**src/rtl/udp_rx_parser.sv**
```systemverilog
// IPv4/UDP receive filter: strips IP/UDP headers, trims Ethernet padding, emits payload with metadata.
// Optional IPv4 header checksum verification is built when UDP_RX_IP_CSUM_EN is defined.
module udp_rx_parser #(
  parameter logic [31:0] LOCAL_IP   = 32'hC0A8010A,
  parameter logic [15:0] LOCAL_PORT = 16'd5000
) (
  input  logic        clk,
  input  logic        rst,
  input  logic        header_valid,
  input  logic [47:0] src_mac,
  input  logic [15:0] ethertype,
  output logic        header_rd,
  input  logic [7:0]  s_axis_tdata,
  input  logic        s_axis_tvalid,
  input  logic        s_axis_tlast,
  output logic        s_axis_tready,
  output logic [7:0]  m_axis_tdata,
  output logic        m_axis_tvalid,
  output logic        m_axis_tlast,
  output logic        m_axis_tuser,
  input  logic        m_axis_tready,
  output logic        meta_valid,
  output logic [47:0] meta_src_mac,
  output logic [31:0] meta_src_ip,
  output logic [15:0] meta_src_port,
  output logic [15:0] meta_len,
  output logic [15:0] drop_count
);

  localparam int unsigned CNT_W = 5;

  typedef enum logic [2:0] {IDLE, IP_HDR, UDP_HDR, PAYLOAD, DROP} state_t;

  state_t             state;
  logic [CNT_W-1:0]   cnt;
  logic               reject;
  logic [47:0]        mac_q;
  logic [31:0]        ip_q;
  logic [15:0]        port_q;
  logic [15:0]        len_q;
  logic [15:0]        remaining;

  logic               accept;
  logic               ip_bad;
  logic               udp_bad;
  logic               csum_bad;
  logic [15:0]        drop_inc;

  assign accept   = s_axis_tvalid & s_axis_tready;
  assign drop_inc = (drop_count == 16'hFFFF) ? drop_count : drop_count + 16'd1;

  // Input acceptance: payload is throttled by the single-entry output register.
  always_comb begin
    s_axis_tready = 1'b0;
    case (state)
      IP_HDR, UDP_HDR, DROP: s_axis_tready = 1'b1;
      PAYLOAD:               s_axis_tready = ~m_axis_tvalid | m_axis_tready;
      default:               s_axis_tready = 1'b0;
    endcase
  end

  // Per-byte IPv4 header field checks (DF bit in byte 6 is allowed).
  always_comb begin
    ip_bad = 1'b0;
    case (cnt)
      5'd0:    ip_bad = (s_axis_tdata != 8'h45);
      5'd6:    ip_bad = ((s_axis_tdata & 8'h3F) != 8'h00);
      5'd7:    ip_bad = (s_axis_tdata != 8'h00);
      5'd9:    ip_bad = (s_axis_tdata != 8'd17);
      5'd16:   ip_bad = (s_axis_tdata != LOCAL_IP[31:24]);
      5'd17:   ip_bad = (s_axis_tdata != LOCAL_IP[23:16]);
      5'd18:   ip_bad = (s_axis_tdata != LOCAL_IP[15:8]);
      5'd19:   ip_bad = (s_axis_tdata != LOCAL_IP[7:0]);
      default: ip_bad = 1'b0;
    endcase
  end

  always_comb begin
    udp_bad = 1'b0;
    case (cnt)
      5'd2:    udp_bad = (s_axis_tdata != LOCAL_PORT[15:8]);
      5'd3:    udp_bad = (s_axis_tdata != LOCAL_PORT[7:0]);
      5'd5:    udp_bad = ({len_q[7:0], s_axis_tdata} < 16'd8);
      default: udp_bad = 1'b0;
    endcase
  end

`ifdef UDP_RX_IP_CSUM_EN
  logic [15:0] csum_q;
  logic [7:0]  csum_hi;
  logic [16:0] csum_add;
  logic [15:0] csum_nxt;

  // Ones-complement accumulation with end-around carry; one fold is sufficient.
  always_comb begin
    csum_add = {1'b0, csum_q} + {1'b0, csum_hi, s_axis_tdata};
    csum_nxt = csum_add[15:0] + 16'(csum_add[16]);
    csum_bad = (cnt == 5'd19) && (csum_nxt != 16'hFFFF);
  end

  always_ff @(posedge clk) begin
    if (rst) begin
      csum_q  <= '0;
      csum_hi <= '0;
    end else if (state == IDLE) begin
      csum_q  <= '0;
    end else if (state == IP_HDR && accept) begin
      if (!cnt[0]) csum_hi <= s_axis_tdata;
      else         csum_q  <= csum_nxt;
    end
  end
`else
  assign csum_bad = 1'b0;
`endif

  always_ff @(posedge clk) begin
    if (rst) begin
      state         <= IDLE;
      cnt           <= '0;
      reject        <= 1'b0;
      mac_q         <= '0;
      ip_q          <= '0;
      port_q        <= '0;
      len_q         <= '0;
      remaining     <= '0;
      header_rd     <= 1'b0;
      m_axis_tdata  <= '0;
      m_axis_tvalid <= 1'b0;
      m_axis_tlast  <= 1'b0;
      m_axis_tuser  <= 1'b0;
      meta_valid    <= 1'b0;
      meta_src_mac  <= '0;
      meta_src_ip   <= '0;
      meta_src_port <= '0;
      meta_len      <= '0;
      drop_count    <= '0;
    end else begin
      header_rd  <= 1'b0;
      meta_valid <= 1'b0;
      if (m_axis_tvalid && m_axis_tready) m_axis_tvalid <= 1'b0;

      case (state)
        IDLE: begin
          cnt    <= '0;
          reject <= 1'b0;
          if (header_valid) begin
            header_rd <= 1'b1;
            mac_q     <= src_mac;
            if (ethertype != 16'h0800) begin
              state      <= DROP;
              drop_count <= drop_inc;
            end else begin
              state <= IP_HDR;
            end
          end
        end

        IP_HDR: begin
          if (accept) begin
            cnt    <= cnt + 5'd1;
            reject <= reject | ip_bad;
            if (cnt >= 5'd12 && cnt <= 5'd15) ip_q <= {ip_q[23:0], s_axis_tdata};
            // A frame ending inside the headers takes precedence over any reject.
            if (s_axis_tlast) begin
              state      <= IDLE;
              drop_count <= drop_inc;
            end else if (cnt == 5'd19) begin
              cnt    <= '0;
              reject <= 1'b0;
              if (reject || ip_bad || csum_bad) begin
                state      <= DROP;
                drop_count <= drop_inc;
              end else begin
                state <= UDP_HDR;
              end
            end
          end
        end

        UDP_HDR: begin
          if (accept) begin
            cnt    <= cnt + 5'd1;
            reject <= reject | udp_bad;
            if (cnt <= 5'd1)                 port_q <= {port_q[7:0], s_axis_tdata};
            if (cnt == 5'd4 || cnt == 5'd5)  len_q  <= {len_q[7:0], s_axis_tdata};
            if (s_axis_tlast) begin
              state      <= IDLE;
              drop_count <= drop_inc;
            end else if (cnt == 5'd7) begin
              if (reject) begin
                state      <= DROP;
                drop_count <= drop_inc;
              end else begin
                meta_valid    <= 1'b1;
                meta_src_mac  <= mac_q;
                meta_src_ip   <= ip_q;
                meta_src_port <= port_q;
                meta_len      <= len_q - 16'd8;
                remaining     <= len_q - 16'd8;
                state         <= (len_q == 16'd8) ? DROP : PAYLOAD;
              end
            end
          end
        end

        PAYLOAD: begin
          if (accept) begin
            m_axis_tdata  <= s_axis_tdata;
            m_axis_tvalid <= 1'b1;
            remaining     <= remaining - 16'd1;
            if (remaining == 16'd1) begin
              m_axis_tlast <= 1'b1;
              m_axis_tuser <= 1'b0;
              state        <= s_axis_tlast ? IDLE : DROP;
            end else if (s_axis_tlast) begin
              m_axis_tlast <= 1'b1;
              m_axis_tuser <= 1'b1;
              state        <= IDLE;
            end else begin
              m_axis_tlast <= 1'b0;
              m_axis_tuser <= 1'b0;
            end
          end
        end

        DROP: begin
          if (accept && s_axis_tlast) state <= IDLE;
        end

        default: state <= IDLE;
      endcase
    end
  end

endmodule

```
**config.mk**
```make
export PLATFORM = sky130hd
export DESIGN_NAME = udp_rx_parser
export DESIGN_NICKNAME = d
export VERILOG_FILES = /design/src/rtl/udp_rx_parser.sv
export SDC_FILE = /design/constraint.sdc
export NUM_CORES = 1
export LEC_CHECK = 0
export ABC_CLOCK_PERIOD_IN_PS = 5730
export CORE_MARGIN = 4
export CORE_UTILIZATION = 56
export DETAILED_ROUTE_END_ITERATION = 8
export GPL_ROUTABILITY_DRIVEN = 0
export GPL_TIMING_DRIVEN = 0
export PLACE_DENSITY = 0.85
export SYNTH_ARGS = -nofsm -noshare
export SYNTH_HDL_FRONTEND = slang
export SYNTH_SLANG_ARGS = --single-unit
```
**constraint.sdc**
```tcl
create_clock -name clk -period 5.73 [get_ports clk]
set_input_delay 0.8595 -clock clk [delete_from_list [all_inputs] [get_ports clk]]
set_output_delay 0.8595 -clock clk [all_outputs]
set_load 0.01 [all_outputs]
```
==> metrics <==
Setup crit start kind input port; Critical Path RT 6.13 ns; fraction of layout cells with a size suffix above 1 5.92%; clk buf depth 3; Util after Layout 74.3%; Async S/R FF share, synth 0%; Yosys warnings 0; CP Capture Point meta_len[11]$_SDFFE_PP0P_; leading area contributor after synthesis dfxtp_1; top sig layer met4; most numerous cell in the Yosys netlist nand2_1; clock-pin slew on the worst setup and hold paths 0.06 ns; metal3 WL 2.61 mm; cell repeated most along the worst path clkbuf_1; reg2reg start cnt[1]$_SDFFE_PP0P_; Initial DRC Count 831; critical path's largest stage delay 0.69 ns; PwrDens 324 mW/mm^2; routed wire length 33.4 mm; WP buf/inv 3; RSZ-0062 raised after global routing no; P&R area growth vs syn 30.2%; die height 152 um; critical path class input port to flop; core area 0.0203 sq mm; Reg2Reg Setup Slack 2.65 ns; Yosys top cell area share 48.1%; r2r worst-path depth 8; worst-path maximum fanout 10; Setup TNS 0 ns; vias in the first global route 10633; Hold Buf Count CTS 0; # DRC 0; mean post-synth cell area 8.23 sq um; CP max stage cell nor3_2; Core Rows 52; Vias 10999; nets 1739; status complete, no violations; met2 wire len 15.7 mm; commonest cells in the netlist nand2_1, dfxtp_1, a21oi_1, nor2_1, clkbuf_1; fin crit share 55.3%; Rel. slew slack 42.1%; n_diodes 0; Overflow after GRT 0; P_leak 0.00521 uW; IO Port Bufs 214; final hold violations 0; Post-Syn Area 0.0116 sq mm; DIE AREA 0.0230 sq mm; hold path depth 2; Setup Buffers After CTS 0; critical path, cell by cell clkdlybuf4s50_1, nand4b_1, nand4_2, nor3_2, clkbuf_1, clkbuf_1, a211oi_1; Max Clk Rate 0.316 GHz; GRT Util Overall 28.1%; Peak VDD IR 0.319 mV; Crit. End Element flop; Synth cell types 77; Worst-Margin Slew 0.861 ns; total power 4890 uW; wire length per cell 17.2 um; first-pass GRT wire length 52.7 mm; final instance area 0.0151 sq mm; FF-to-FF End meta_len[11]$_SDFFE_PP0P_; post-synthesis sequential area ratio 48.1%; Syn Inst Count 1407; Clock Latency Late Sink 0.55 ns; TritonCTS clock tree done; Routed Antenna Nets 0; Post-synth EDFFs 0; crit-path leading delay family buffers and inverters; WP depth 7; Max Slew Vio Count 0; Syn Nets 1494; DRT Pass-1 Iters 6; worst hold path class flop to flop; Die W 152 um; final setup vio count 0; Hold WS 0.446 ns; Clock Skews 0.0183 ns; H-tree Lvls 1; post-cts resize count 0; total CTS buffers 29; largest net degree at the start of global routing 16; Post-synth top flop dfxtp_1; initial antenna violation count 0; clock sink count 278; vias per inst 5.66; Area contributors post-synth dfxtp_1, nand2_1, a21oi_1; initial core utilization 57.0%; Metal-1 WL 13.5 mm; Detailed Place HPWL 23.6 mm; placed cell areas 0.0141 sq mm; Final Critical Period 3.17 ns; CTS Root Cell clkbuf_16; flops & latches, synth 278; # IOs 220; Worst Path Arrival 3.57 ns; maxcap violations 0; Crit. Startpoint m_axis_tready
==> cells by family (layout without fill, tap and decap cells) <==
kind of cell | after synthesis | after routing | synth area share, %
compound gates | 281 | 281 | 14.1
simple gates | 628 | 628 | 24.6
flops | 278 | 278 | 48.1
buf+inv | 124 | 390 | 4.68
mux | 74 | 74 | 6.61
fa+ha+maj | 10 | 10 | 1.06
xor+xnor | 12 | 12 | 0.908
==> worst min-delay path by stage <==
| stage | start | end | slack (ns) |
|---|---|---|---|
| after detailed placement | mac_q[10]$_SDFFE_PP0P_ | meta_src_mac[10]$_SDFFE_PP0P_ | 0.44 |
| after CTS | mac_q[5]$_SDFFE_PP0P_ | meta_src_mac[5]$_SDFFE_PP0P_ | 0.45 |
| after global placement | mac_q[3]$_SDFFE_PP0P_ | meta_src_mac[3]$_SDFFE_PP0P_ | 0.44 |
| after floorplan | ip_q[24]$_SDFFE_PP0P_ | meta_src_ip[24]$_SDFFE_PP0P_ | 0.43 |
| after global routing | mac_q[26]$_SDFFE_PP0P_ | meta_src_mac[26]$_SDFFE_PP0P_ | 0.46 |
| final | mac_q[1]$_SDFFE_PP0P_ | meta_src_mac[1]$_SDFFE_PP0P_ | 0.45 |
==> final cells by class <==
| class | count | area, sq um |
|---|---|---|
| Clock inverter | 16 | 250 |
| Sequential cell | 278 | 5570 |
| Timing Repair Buffer | 214 | 2140 |
| Inverter | 21 | 78.8 |
| Buffer | 103 | 463 |
| Tap cell | 270 | 338 |
| Fill cell | 1503 | 5220 |
| Clock buffer | 36 | 772 |
| Multi-Input combinational cell | 1005 | 5470 |
==> power breakdown <==
group	internal (uW)	total [uW]	switching, uW
Sequential	2020	2080	64.2
Combinational	284	794	510
Clock	1230	2020	786
==> sequential cells by signal, indices dropped and copies added, names as in the netlist <==
name           count
cnt                5
drop_count        16
header_rd          1
ip_q              32
len_q             16
m_axis_tdata       8
m_axis_tlast       1
m_axis_tuser       1
m_axis_tvalid      1
mac_q             48
meta_len          16
meta_src_ip       32
meta_src_mac      48
meta_src_port     16
meta_valid         1
port_q            16
reject             1
remaining         16
state              3
==> layout by cell type, fill, tap and decap left out, types with 18 or more instances in the layout <==
cell               n
a21oi_1          186
nor2_1           147
o21ai_0           21
inv_1             21
clkbuf_16         29
clkdlybuf4s50_1  214
clkbuf_1          83
a211oi_1          18
mux2i_1           69
dfxtp_1          278
nor3_1            23
nand3_1           20
nand2_1          334
==> metrics by stage <==
step           worst slack [ns]  instances
3_5_place_dp               2.06       1891
2_1_floorplan              3.07       1407
3_3_place_gp               2.08       1891
4_1_cts                    2.59       1943
5_1_grt                    2.33       1943
6_report                   2.56       1943
==> routing by layer <==
metal | global-route usage [%] | up-vias
li1 | - | 5295
met1 | 36.0 | 5087
met2 | 46.4 | 488
met3 | 4.73 | 129
met4 | 13.4 | 0
met5 | 0 | -
==> tightest hold or removal path, cell delays in order (launching register included) <==
cell and delay (ns):
dfxtp_1 0.31, nand2_1 0.05, a21oi_1 0.05
(Power assumes the default switching activity.)
==> RTL edit: new RTL, same settings <==
The option `UDP_RX_IP_CSUM_EN` is turned on by a define.
--- a/src/rtl/udp_rx_parser.sv
+++ b/src/rtl/udp_rx_parser.sv
@@ -1,4 +1,6 @@
 // IPv4/UDP receive filter: strips IP/UDP headers, trims Ethernet padding, emits payload with metadata.
 // Optional IPv4 header checksum verification is built when UDP_RX_IP_CSUM_EN is defined.
+`define UDP_RX_IP_CSUM_EN
+
 module udp_rx_parser #(
   parameter logic [31:0] LOCAL_IP   = 32'hC0A8010A,
Check against the original RTL: not settled (the Yosys comparison gave no result); the edit may change what the design does.
==> RTL edit against the unedited design <==
Routed wire length is 20% higher; clock skew is 4.9 ps lower; power is 7.2% lower; area after synthesis is 19% higher; synthesized cell count is 20% higher; clock power is 6% lower; setup slack worse by 2500 ps; largest cell class is now multi-input gates; critical path type unchanged; sequential cell count is 24 higher; cell area is 16% higher.
==> RTL edit: results (changes against the unedited design) <==
Yosys
  • Post-synthesis cell count: 1682 (+20%)
  • Mux cell area share after synthesis: 6.72% (+0.11 points)
  • Post-synthesis compound-gate area fraction: 15.6% (+1.5 points)
  • Post-synthesis sequential area ratio: 44.0% (-4.0 points)
  • Post-synthesis xor/xnor area fraction: 2.72% (+1.8 points)
  • Mapped Nets: 1788 (+20%)
  • Adder-cell share of the synthesized area: 2.61% (+1.5 points)
  • Synth unique cells: 95 (+23%)

Setup path
  • Crit path max-delay family: simple AND/OR/NAND/NOR gates
  • RR Startpoint: csum_q[0]
  • Crit-path slowest cell: clkdlybuf4s50_1
  • CP peak stage delay: 520 ps (-170 ps)
  • Critical path fanouts, max: 5 (-5)
  • Critical Path Start: s_axis_tdata[1]
  • Critical path arrival: 6070 ps (+2500 ps)

Worst hold path
  • Hold_sp: mac_q[47]

Global routing
  • GR met1 Demand/Resource: 37.0% (+1.0 points)
  • Grt met3 use: 3.89% (-0.84 points)
  • Largest net degree at the start of global routing: 15 (-1)
  • Grt met2 use: 46.3% (-0.12 points)
  • Vias in the first global route: 12382 (+16%)
  • First-pass GRT wire length: 62.3 mm (+18%)

Place
  • DP HPWL: 28.8 mm (+22%)
  • Placed cell area: 0.0163 mm² (+16%)
  • PortBufs: 216 (+0.93%)
  • Setup slack at placement: -1470 ps (-3530 ps)

Routing
  • Vias per cell: 5.76 (+1.7%)
  • Initial DRC count: 1251 (+51%)
  • WL met2: 18.8 mm (+19%)
  • WL final: 40.1 mm (+20%)
  • Wire length on met1: 16.6 mm (+23%)
  • Met3 WL: 2.92 mm (+12%)
  • Via count: 13210 (+20%)

Power and ir drop
  • Seq group: 2180 µW (+5%)
  • Leakage: 0.00607 µW (+16%)
  • Clock power share: 41.7% (+0.5 points)
  • Combinational share of power: 10.2% (-6.0 points)
  • Maximum VDD drop: 272 µV (-15%)

CTS
  • Number of buffers inserted by post-CTS setup repair: 4 (+4)
  • Post-CTS sizing: 9 (+9)
  • CTS Buf Count: 30 (+3.4%)

Outcome
  • Status: finished clean

STA
  • Worst slew margin: 11.2% (-31 points)
  • Final setup skew: 13.4 ps (-4.91 ps)

Cells and area
  • Layout cells sized above 1: 6.20% (+0.28 points)
-- RTL edit: cell types whose count changed after synthesis, sizes merged, moves of 10 or more --
cell,unedited run,this run
nand2,334,374
nor2,147,173
clkbuf,78,102
dfxtp,278,302
xnor2,5,28
o21ai,24,44
ha,9,27
a21oi,186,203
buf,25,13
a211oi,19,30
nor3,27,37
-- RTL edit: final timing paths --
check                     endpoint  slack [ps]  cells after the start
setup / recovery     drop_count[8]          90                     24
hold / removal    meta_src_mac[47]         450                      2
setup reg to reg     drop_count[8]         530                     23
hold reg to reg   meta_src_mac[47]         450                      2
-- RTL edit: final cells by class --
cell class	count	area, µm²
antenna	2	5.00
buffer	117	507
clock buffer	47	876
clock inverter	8	68.8
fill	1829	6800
inverter	19	71.3
multi-input combinational	1244	7190
sequential	302	6050
tap	324	405
timing repair buffer	231	2280
